**src/rtl/event_chunk_feeder.sv**
```systemverilog
// Round-robin chunk readout from SURF source FIFOs into the 64-bit payload stream.
// Each granted source yields exactly CHUNK_LEN words; a stalled source is zero-padded after TIMEOUT idle cycles.
module event_chunk_feeder #(
    parameter int NUM_SRC   = 4,
    parameter int CHUNK_LEN = 384,
    parameter int TIMEOUT   = 1023
) (
    input  logic                    clk,
    input  logic                    rst,
    input  logic [NUM_SRC-1:0]      chunk_avail_i,
    input  logic [64*NUM_SRC-1:0]   s_tdata,
    input  logic [NUM_SRC-1:0]      s_tvalid,
    output logic [NUM_SRC-1:0]      s_tready,
    input  logic                    space_avail_i,
    output logic [63:0]             payload_o,
    output logic                    payload_valid_o,
    output logic                    payload_last_o,
    output logic [2:0]              chunk_src_o,
    output logic                    chunk_done_o,
    output logic                    timeout_err_o
);

    localparam int CNT_W  = $clog2(CHUNK_LEN);
    localparam int IDLE_W = $clog2(TIMEOUT + 1);
    localparam logic [CNT_W-1:0]  CNT_LAST   = CNT_W'(CHUNK_LEN - 1);
    localparam logic [IDLE_W-1:0] IDLE_LIMIT = IDLE_W'(TIMEOUT);
    localparam logic [3:0]        NSRC4      = 4'(NUM_SRC);

    typedef enum logic [1:0] {
        ST_IDLE   = 2'd0,
        ST_STREAM = 2'd1,
        ST_PAD    = 2'd2,
        ST_DONE   = 2'd3
    } state_t;

    state_t              state_q, state_d;
    logic [2:0]          sel_q, sel_d;
    logic [2:0]          ptr_q, ptr_d;
    logic [CNT_W-1:0]    cnt_q, cnt_d;
    logic [IDLE_W-1:0]   idle_q, idle_d;
    logic [63:0]         payload_q, payload_d;
    logic                valid_q, valid_d;
    logic                last_q, last_d;
    logic [2:0]          src_q, src_d;
    logic                done_q, done_d;
    logic                err_q, err_d;

    logic [NUM_SRC-1:0]  rot_s;
    logic [2:0]          off_s;
    logic [3:0]          sum_s;
    logic [2:0]          pick_s;
    logic                pick_vld_s;
    logic [NUM_SRC-1:0]  sel_oh_s;
    logic [63:0]         sel_data_s;
    logic                beat_s;
    logic [IDLE_W-1:0]   idle_inc_s;

    // Round-robin pick: rotate the request vector so bit 0 is ptr+1, take the lowest set bit.
    always_comb begin
        rot_s = NUM_SRC'({chunk_avail_i, chunk_avail_i} >> (4'(ptr_q) + 4'd1));
        off_s = 3'd0;
        for (int j = NUM_SRC - 1; j >= 0; j--) begin
            if (rot_s[j]) begin
                off_s = 3'(j);
            end else begin
                off_s = off_s;
            end
        end
        sum_s      = 4'(ptr_q) + 4'd1 + 4'(off_s);
        pick_s     = (sum_s >= NSRC4) ? 3'(sum_s - NSRC4) : 3'(sum_s);
        pick_vld_s = |chunk_avail_i;
    end

    // Decode the granted source into a one-hot and mux its data word.
    always_comb begin
        sel_oh_s   = '0;
        sel_data_s = 64'd0;
        for (int k = 0; k < NUM_SRC; k++) begin
            if (sel_q == 3'(k)) begin
                sel_oh_s[k] = 1'b1;
                sel_data_s  = s_tdata[64*k +: 64];
            end else begin
                sel_oh_s[k] = 1'b0;
            end
        end
    end

    assign s_tready   = (state_q == ST_STREAM) ? sel_oh_s : '0;
    assign beat_s     = |(s_tvalid & s_tready);
    assign idle_inc_s = idle_q + {{(IDLE_W-1){1'b0}}, 1'b1};

    // Next-state and next-output logic; payload outputs default to zero every cycle.
    always_comb begin
        state_d   = state_q;
        sel_d     = sel_q;
        ptr_d     = ptr_q;
        cnt_d     = cnt_q;
        idle_d    = idle_q;
        payload_d = 64'd0;
        valid_d   = 1'b0;
        last_d    = 1'b0;
        src_d     = src_q;
        done_d    = 1'b0;
        err_d     = err_q;
        case (state_q)
            ST_IDLE: begin
                if (space_avail_i && pick_vld_s) begin
                    sel_d   = pick_s;
                    src_d   = pick_s;
                    ptr_d   = pick_s;
                    cnt_d   = '0;
                    idle_d  = '0;
                    state_d = ST_STREAM;
                end else begin
                    state_d = ST_IDLE;
                end
            end
            ST_STREAM: begin
                if (beat_s) begin
                    payload_d = sel_data_s;
                    valid_d   = 1'b1;
                    cnt_d     = cnt_q + {{(CNT_W-1){1'b0}}, 1'b1};
                    idle_d    = '0;
                    if (cnt_q == CNT_LAST) begin
                        last_d  = 1'b1;
                        state_d = ST_DONE;
                    end else begin
                        state_d = ST_STREAM;
                    end
                end else begin
                    idle_d = idle_inc_s;
                    if (idle_inc_s == IDLE_LIMIT) begin
                        state_d = ST_PAD;
                    end else begin
                        state_d = ST_STREAM;
                    end
                end
            end
            ST_PAD: begin
                // Zero fill keeps downstream framing intact when a source dies mid-chunk.
                valid_d = 1'b1;
                err_d   = 1'b1;
                cnt_d   = cnt_q + {{(CNT_W-1){1'b0}}, 1'b1};
                if (cnt_q == CNT_LAST) begin
                    last_d  = 1'b1;
                    state_d = ST_DONE;
                end else begin
                    state_d = ST_PAD;
                end
            end
            ST_DONE: begin
                done_d  = 1'b1;
                state_d = ST_IDLE;
            end
            default: begin
                state_d = ST_IDLE;
            end
        endcase
    end

    // State and output registers with synchronous reset.
    always_ff @(posedge clk) begin
        if (rst) begin
            state_q   <= ST_IDLE;
            sel_q     <= 3'd0;
            ptr_q     <= 3'(NUM_SRC - 1);
            cnt_q     <= '0;
            idle_q    <= '0;
            payload_q <= 64'd0;
            valid_q   <= 1'b0;
            last_q    <= 1'b0;
            src_q     <= 3'd0;
            done_q    <= 1'b0;
            err_q     <= 1'b0;
        end else begin
            state_q   <= state_d;
            sel_q     <= sel_d;
            ptr_q     <= ptr_d;
            cnt_q     <= cnt_d;
            idle_q    <= idle_d;
            payload_q <= payload_d;
            valid_q   <= valid_d;
            last_q    <= last_d;
            src_q     <= src_d;
            done_q    <= done_d;
            err_q     <= err_d;
        end
    end

    assign payload_o       = payload_q;
    assign payload_valid_o = valid_q;
    assign payload_last_o  = last_q;
    assign chunk_src_o     = src_q;
    assign chunk_done_o    = done_q;
    assign timeout_err_o   = err_q;

endmodule

```
**config.mk**
```make
export PLATFORM = sky130hd
export DESIGN_NAME = event_chunk_feeder
export DESIGN_NICKNAME = d
export VERILOG_FILES = /design/src/rtl/event_chunk_feeder.sv
export SDC_FILE = /design/constraint.sdc
export NUM_CORES = 1
export LEC_CHECK = 0
export ABC_CLOCK_PERIOD_IN_PS = 2900
export CORE_AREA = 3 3 130 132
export DETAILED_ROUTE_END_ITERATION = 7
export DIE_AREA = 0 0 133 135
export PLACE_DENSITY = 0.77
export SYNTH_ARGS = -nofsm -noshare
export SYNTH_HDL_FRONTEND = slang
export SYNTH_SLANG_ARGS = --single-unit
```
**constraint.sdc**
```tcl
create_clock -name clk -period 2.9 [get_ports clk]
set_input_delay 0.87 -clock clk [delete_from_list [all_inputs] [get_ports clk]]
set_output_delay 0.87 -clock clk [all_outputs]
set_load 0.03 [all_outputs]
```
==> results of run 1 <==
==> cells in the mapped netlist (7+ instances only) <==
cell / number / share of area, %
nor2_1: 139 / 10
dfxtp_1: 94 / 37
mux2i_1: 66 / 13
a221oi_1: 61 / 11
clkbuf_1: 33 / 2.5
nand2_1: 19 / 1.4
a21oi_1: 13 / 1.3
inv_1: 12 / 0.90
ha_1: 10 / 2.5
o21ai_1: 10 / 1.0
and2_1: 9 / 1.1
buf_1: 9 / 0.67
nand2b_1: 8 / 1.0
o21ai_0: 8 / 0.80
nand3_1: 7 / 0.70
nor2b_1: 7 / 0.87
==> metrics by stage <==
step	setup slack (ns)	instance area, um2	instances
2_1_floorplan	0.2089	5029	587
3_3_place_gp	-0.3739	8766	1124
3_5_place_dp	-0.4719	8766	1124
4_1_cts	0.02175	9067	1140
5_1_grt	0.03099	9089	1140
6_report	0.1058	9091	1141
==> metal layers <==
layer  GRT usage (%)  vias to the layer above  part of all wire [%]
met5               0                        -                  0.32
met4           7.910                       10                   2.5
met1           28.17                     2647                    40
met2           38.29                      276                    48
met3           7.526                       44                   9.6
li1                -                     2796                     -
==> worst register-to-register path, cell delays in order, from the launching register on <==
cell      delay [ns]
dfxtp_1         0.61
inv_1           0.13
a221o_1         0.36
o22a_1          0.22
o22a_1          0.18
o32a_1          0.18
ha_2            0.19
fa_1            0.48
nand2_1         0.07
o21ai_1         0.10
nand2b_1        0.07
==> worst max path at each step <==
stage	from	to	slack, ns	cells past startpoint
after global routing	chunk_avail_i[0]	ptr_q[1]	0.03	10
after CTS	chunk_avail_i[3]	ptr_q[1]	0.02	10
after floorplan	chunk_avail_i[3]	ptr_q[1]	0.21	9
after detailed placement	chunk_avail_i[0]	ptr_q[1]	-0.47	10
final	chunk_avail_i[0]	ptr_q[1]	0.11	10
after global placement	chunk_avail_i[0]	ptr_q[1]	-0.37	10
==> area by class of cell <==
type / count / area, um2
Timing Repair Buffer: 367 / 3647
Multi-Input combinational cell: 435 / 2940
Inverter: 12 / 45.04
Antenna cell: 1 / 2.502
Fill cell: 1438 / 6736
Sequential cell: 94 / 1886
Clock inverter: 5 / 57.56
Tap cell: 216 / 270.3
Clock buffer: 11 / 242.7
==> power breakdown <==
group	internal (mW)	total, mW	switching [mW]
clock	0.694	1.22	0.522
combinational	0.730	1.31	0.577
sequential	1.33	1.38	0.0452
==> state kept, by name (all words and copies together) (netlist names), named ones only <==
signal / flops
payload_valid_o: 1
cnt_q: 9
idle_q: 10
payload_last_o: 1
ptr_q: 3
timeout_err_o: 1
chunk_src_o: 2
payload_o: 64
chunk_done_o: 1
state_q: 1
==> cell families (layout without fill, tap and decap cells) <==
kind of cell | count (synthesis) | count (layout) | synth area share [%]
adders and majority gates | 11 | 11 | 2.886
muxes | 70 | 70 | 14.70
buffers and inverters | 58 | 395 | 4.479
DFF | 94 | 94 | 37.42
AOI/OAI and AO/OA | 122 | 122 | 18.98
other | 0 | 1 | 0
xor gates and xnor gates | 4 | 4 | 0.6968
and+or+nand+nor | 228 | 228 | 20.83
==> repair_timing <==
item / 4_1_cts / 5_1_grt
resized for setup: 2 / 8
pin swaps: 1 / 2
endpoints found under the setup margin: 3 / 4
hold buffers: 0 / 0
==> reports/metrics.yaml, run 1 <==
outcome: "completed"
crit_top_cell: "o22a_1"
clk_pin_slew_worst_paths_ns: 0.07
hold_depth: 2
max_slew_margin_pct: 50.66
maxCapViolCount: 0
setup_viol: 0
grt_pass1_wl_um: 31780
overflow: 0
reg2reg_setup_slack_ns: 0.20
track_usage_pct: 23.05
cpLargestDelayFamily: "compound AO/OA/AOI/OAI gates"
place_congestion: 0.8870
syn_to_final_growth_pct: 80.79
rsz0062_at_grt: "false"
most-common-layout-cells: "clkdlybuf4s50_1, nor2_1, dfxtp_1, mux2i_1, a221oi_1"
start_util_pct: 31.77
yosysSeqAreaShare_pct: 37.42
async_reset_ff_share_pct: 0
fin_worst_skew_ns: 0.01133
numClockSinks: 94
ys_types: 55
slew_viol_final: 0
post-cts-setup-buffers: 0
setup.worst_path.start_class: "input pin"
slowest_stage: "fa_1"
synth_edf_count: 0
syn_area_um2: 5029
hold_path.class: "flop to flop"
finalWirelength_um: 21760
place.port_buffers: 341
r2r_end: "ptr_q[1]"
arrival_ns: 3.03
max_freq_ghz: 0.3579
layout_worst_path_cycle_share_pct: 96.35
syn-num-nets: 865
vias: 5773
max_slew.worst_pin.slew_ns: 0.7401
ys.warnings.count: 0
hold_viol_final: 0
clockRootBuffer: "clkbuf_16"
r2r-start: "ptr_q[0]"
ir_drop_mv: 0.2662
power_mw: 3.900
antenna_found_initial: 5
die_x_um: 133
grt_pass1_vias: 5696
cts_tree: "done"
ant_nets: 0
cp_cell_sequence: "dlygate4sd2_1 > a221o_1 > o22a_1 > o22a_1 > o32a_1 > ha_2 > fa_1 > nand2_1 > o21ai_1 > nand2b_1"
hold_ws_ns: 0.4735
crit_path_max_incr_delay_ns: 0.48
ys_ff_latch: 94
dieArea_um2: 17960
rows: 46
cp-end-kind: "flop"
grt_max_degree: 62
wl_per_cell_um: 19.07
syn_avg_cell_area_um2: 8.567
layout_commonest_cell: "clkdlybuf4s50_1"
first_pass_iters: 4
drive_gt1_share_pct: 6.494
syn_inst: 587
setup.worst_path.class: "input pin to flop"
clk_latency_ns: 0.35
crit_fanout: 5
htreeDepth: 3
post-dp-hpwl_um: 17010
ff2ff_path_depth: 10
setup_tns_ns: 0
power.leakage_nw: 3.414
clock_path_buffers: 2
critPathBufInv: 1
drtIter0Drc: 354
final_util_pct: 57.44
finalCriticalPeriod_ns: 2.794
viasPerCell: 5.060
power_density_nw_per_um2: 429.0
drcViolationCount: 0
numCtsBuffers: 9
worst_hold_path.endpoint: "cnt_q[8]"
min_from: "cnt_q[8]"
synth_flop_cell: "dfxtp_1"
cp.required_ns: 3.14
num_io_pins: 342
dieHeight_um: 135
num-nets-final: 1197
design.core.area_um2: 15830
Note: power is estimated with default switching activity, not from simulation.
==> run 2: changes to the inputs <==
Settings changed: GPL_TIMING_DRIVEN set to 0.
==> reports/metrics.yaml, run 2 (synthesized netlist as in run 1, its figures left out) <==
outcome: "completed"
slew_viol_final: 0
power_mw: 3.911
finalCriticalPeriod_ns: 2.810
fin_ws_ns: 0.09026
final_util_pct: 57.06
ant_nets: 0
cp.required_ns: 3.15
post-dp-hpwl_um: 18170
setup.worst_path.class: "input pin to flop"
setup_viol: 0
cp-end-kind: "flop"
wl_per_cell_um: 19.53
hold_path.class: "flop to flop"
placed_cell_area_um2: 8712
viasPerCell: 5.089
stdcell_area_um2: 9031
r2r_end: "chunk_src_o[1]"
start_util_pct: 31.77
clock_path_buffers: 2
antenna_cells: 0
dieHeight_um: 135
drive_gt1_share_pct: 3.928
seq_power_share_pct: 34.6
power_density_nw_per_um2: 433.1
drcViolationCount: 0
maxCapViolCount: 0
clockRootBuffer: "clkbuf_16"
met1_usage_pct: 29.45
hold_viol_final: 0
dieArea_um2: 17960
num-nets-final: 1215
hold_ws_ns: 0.4834
finalWirelength_um: 22620
htreeDepth: 3
min_from: "timeout_err_o"
sw_frac_of_total_pct: 30.63
reg2reg_setup_slack_ns: 0.27
r2r-start: "ptr_q[0]"
p_switching_mw: 1.198
fill_cells: 1458
overflow: 0
pwr-share-clk_pct: 31.8
num_io_pins: 342
grt_use_met2_pct: 39.59
arrival_ns: 3.06
grt_pass1_wl_um: 32630
max_slew_margin_pct: 45.87
crit_path_max_incr_delay_ns: 0.45
setup.worst_path.start_class: "input pin"
antenna_found_initial: 3
cp_cell_sequence: "clkdlybuf4s50_1 > mux2_4 > a22oi_2 > o221ai_1 > a32o_1 > and2_1 > ha_1 > a21oi_1 > o21ai_0 > and3b_1"
pre_cts_ws_ns: -0.6977
layout_commonest_cell: "clkdlybuf4s50_1"
clk_latency_ns: 0.35
most-common-layout-cells: "clkdlybuf4s50_1, nor2_1, dfxtp_1, mux2i_1, a221oi_1"
p_comb_share_pct: 33.7
drtIter0Drc: 280
fin_worst_skew_ns: 0.01004
rows: 46
power.leakage_nw: 3.324
max_freq_ghz: 0.3559
ir_drop_mv: 0.2714
grt_max_degree: 18
numClockSinks: 94
place.port_buffers: 341
grt_pass1_vias: 5706
first_pass_iters: 6
numCtsBuffers: 9
layout_worst_path_cycle_share_pct: 96.89
crit_fanout: 3
slowest_stage: "clkdlybuf4s50_1"
place_congestion: 0.9642
intPower_mw: 2.713
ff2ff_path_depth: 11
cts_hold_buf: 0
design.core.area_um2: 15830
hold_depth: 2
max_slew.worst_pin.slew_ns: 0.8120
largest_reg_flops: 64
syn_to_final_growth_pct: 79.60
busiest_layer: "met2"
cts_tree: "done"
clk_pin_slew_worst_paths_ns: 0.08
rsz0062_at_grt: "true"
track_usage_pct: 23.83
worst_hold_path.endpoint: "timeout_err_o"
grtUsageMet3_pct: 7.340
vias: 5893
die_x_um: 133
run 2: cell count changes in the layout (fill, tap and decap cells not counted), moves of 2 or more:
| cell | before | now |
|---|---|---|
| clkbuf_2 | 0 | 3 |
| buf_12 | 3 | 0 |
| clkinvlp_4 | 1 | 3 |
| clkdlybuf4s15_2 | 0 | 2 |
| buf_2 | 0 | 2 |
| clkbuf_1 | 1 | 28 |
| buf_4 | 26 | 3 |
| o21ai_0 | 6 | 8 |
| o21ai_1 | 12 | 10 |
| dlymetal6s2s_1 | 4 | 1 |
| buf_1 | 0 | 8 |
| dlygate4sd2_1 | 1 | 4 |
run 2: power by group through the flow:
stage	Clock, mW	Combinational [mW]	Sequential, mW
global placement	0	1.30	1.38
finish	1.24	1.32	1.35
global route	1.32	1.43	1.36
detailed placement	0	1.31	1.38
CTS	1.27	1.31	1.35
floorplan	0	0.624	1.45
run 2: stage by stage:
step | setup TNS, ns | std cells
4_1_cts | 0 | 1160
3_5_place_dp | -11.97 | 1144
3_3_place_gp | -11.72 | 1144
2_1_floorplan | 0 | 587
6_report | 0 | 1158
5_1_grt | -0.07806 | 1158
run 2: area by class of cell:
class	count	area (um2)	area share (%)
repair buffers	342	3421	37.88
flip-flops and latches	94	1882	20.84
multi-input cells	435	2932	32.46
well taps	216	270.3	2.993
inverters	12	45.04	0.4988
plain buffers	43	175.2	1.940
clock inverters	7	81.33	0.9005
clock buffers	9	225.2	2.494
run 2: worst max-delay path: cells and delay by family:
family,cells,cell delay (ns)
adder cells (fa/ha/maj),1,0.27
AO/OA/AOI/OAI,5,0.82
buffers and inverters,1,0.45
AND/OR/NAND/NOR,2,0.34
multiplexers,1,0.30
run 2: worst max-delay path by stage:
stage	startpoint	to	depth (start not counted)	slack [ns]
floorplan	chunk_avail_i[3]	ptr_q[1]	9	0.21
global placement	chunk_src_o[0]	s_tready[3]	6	-0.69
detailed placement	chunk_src_o[0]	s_tready[3]	6	-0.70
CTS	flop	s_tready[1]	4	0.03
global route	chunk_avail_i[2]	ptr_q[1]	10	-0.03
finish	chunk_avail_i[2]	ptr_q[2]	10	0.09
run 2: timing repair:
action | 4_1_cts | 5_1_grt
endpoints found under the setup margin | 7 | 6
resized for setup | 14 | 6
buffers inserted | 1 | 0
pin swaps | 1 | 0
run 2: routing by layer:
metal / part of all wire (%) / vias to the layer above / wire length, um
met3: 8.8 / 35 / 1988
met5: 0.19 / - / 42
met2: 48 / 277 / 10750
li1: - / 2841 / -
met4: 2.1 / 6 / 482
met1: 41 / 2734 / 9348
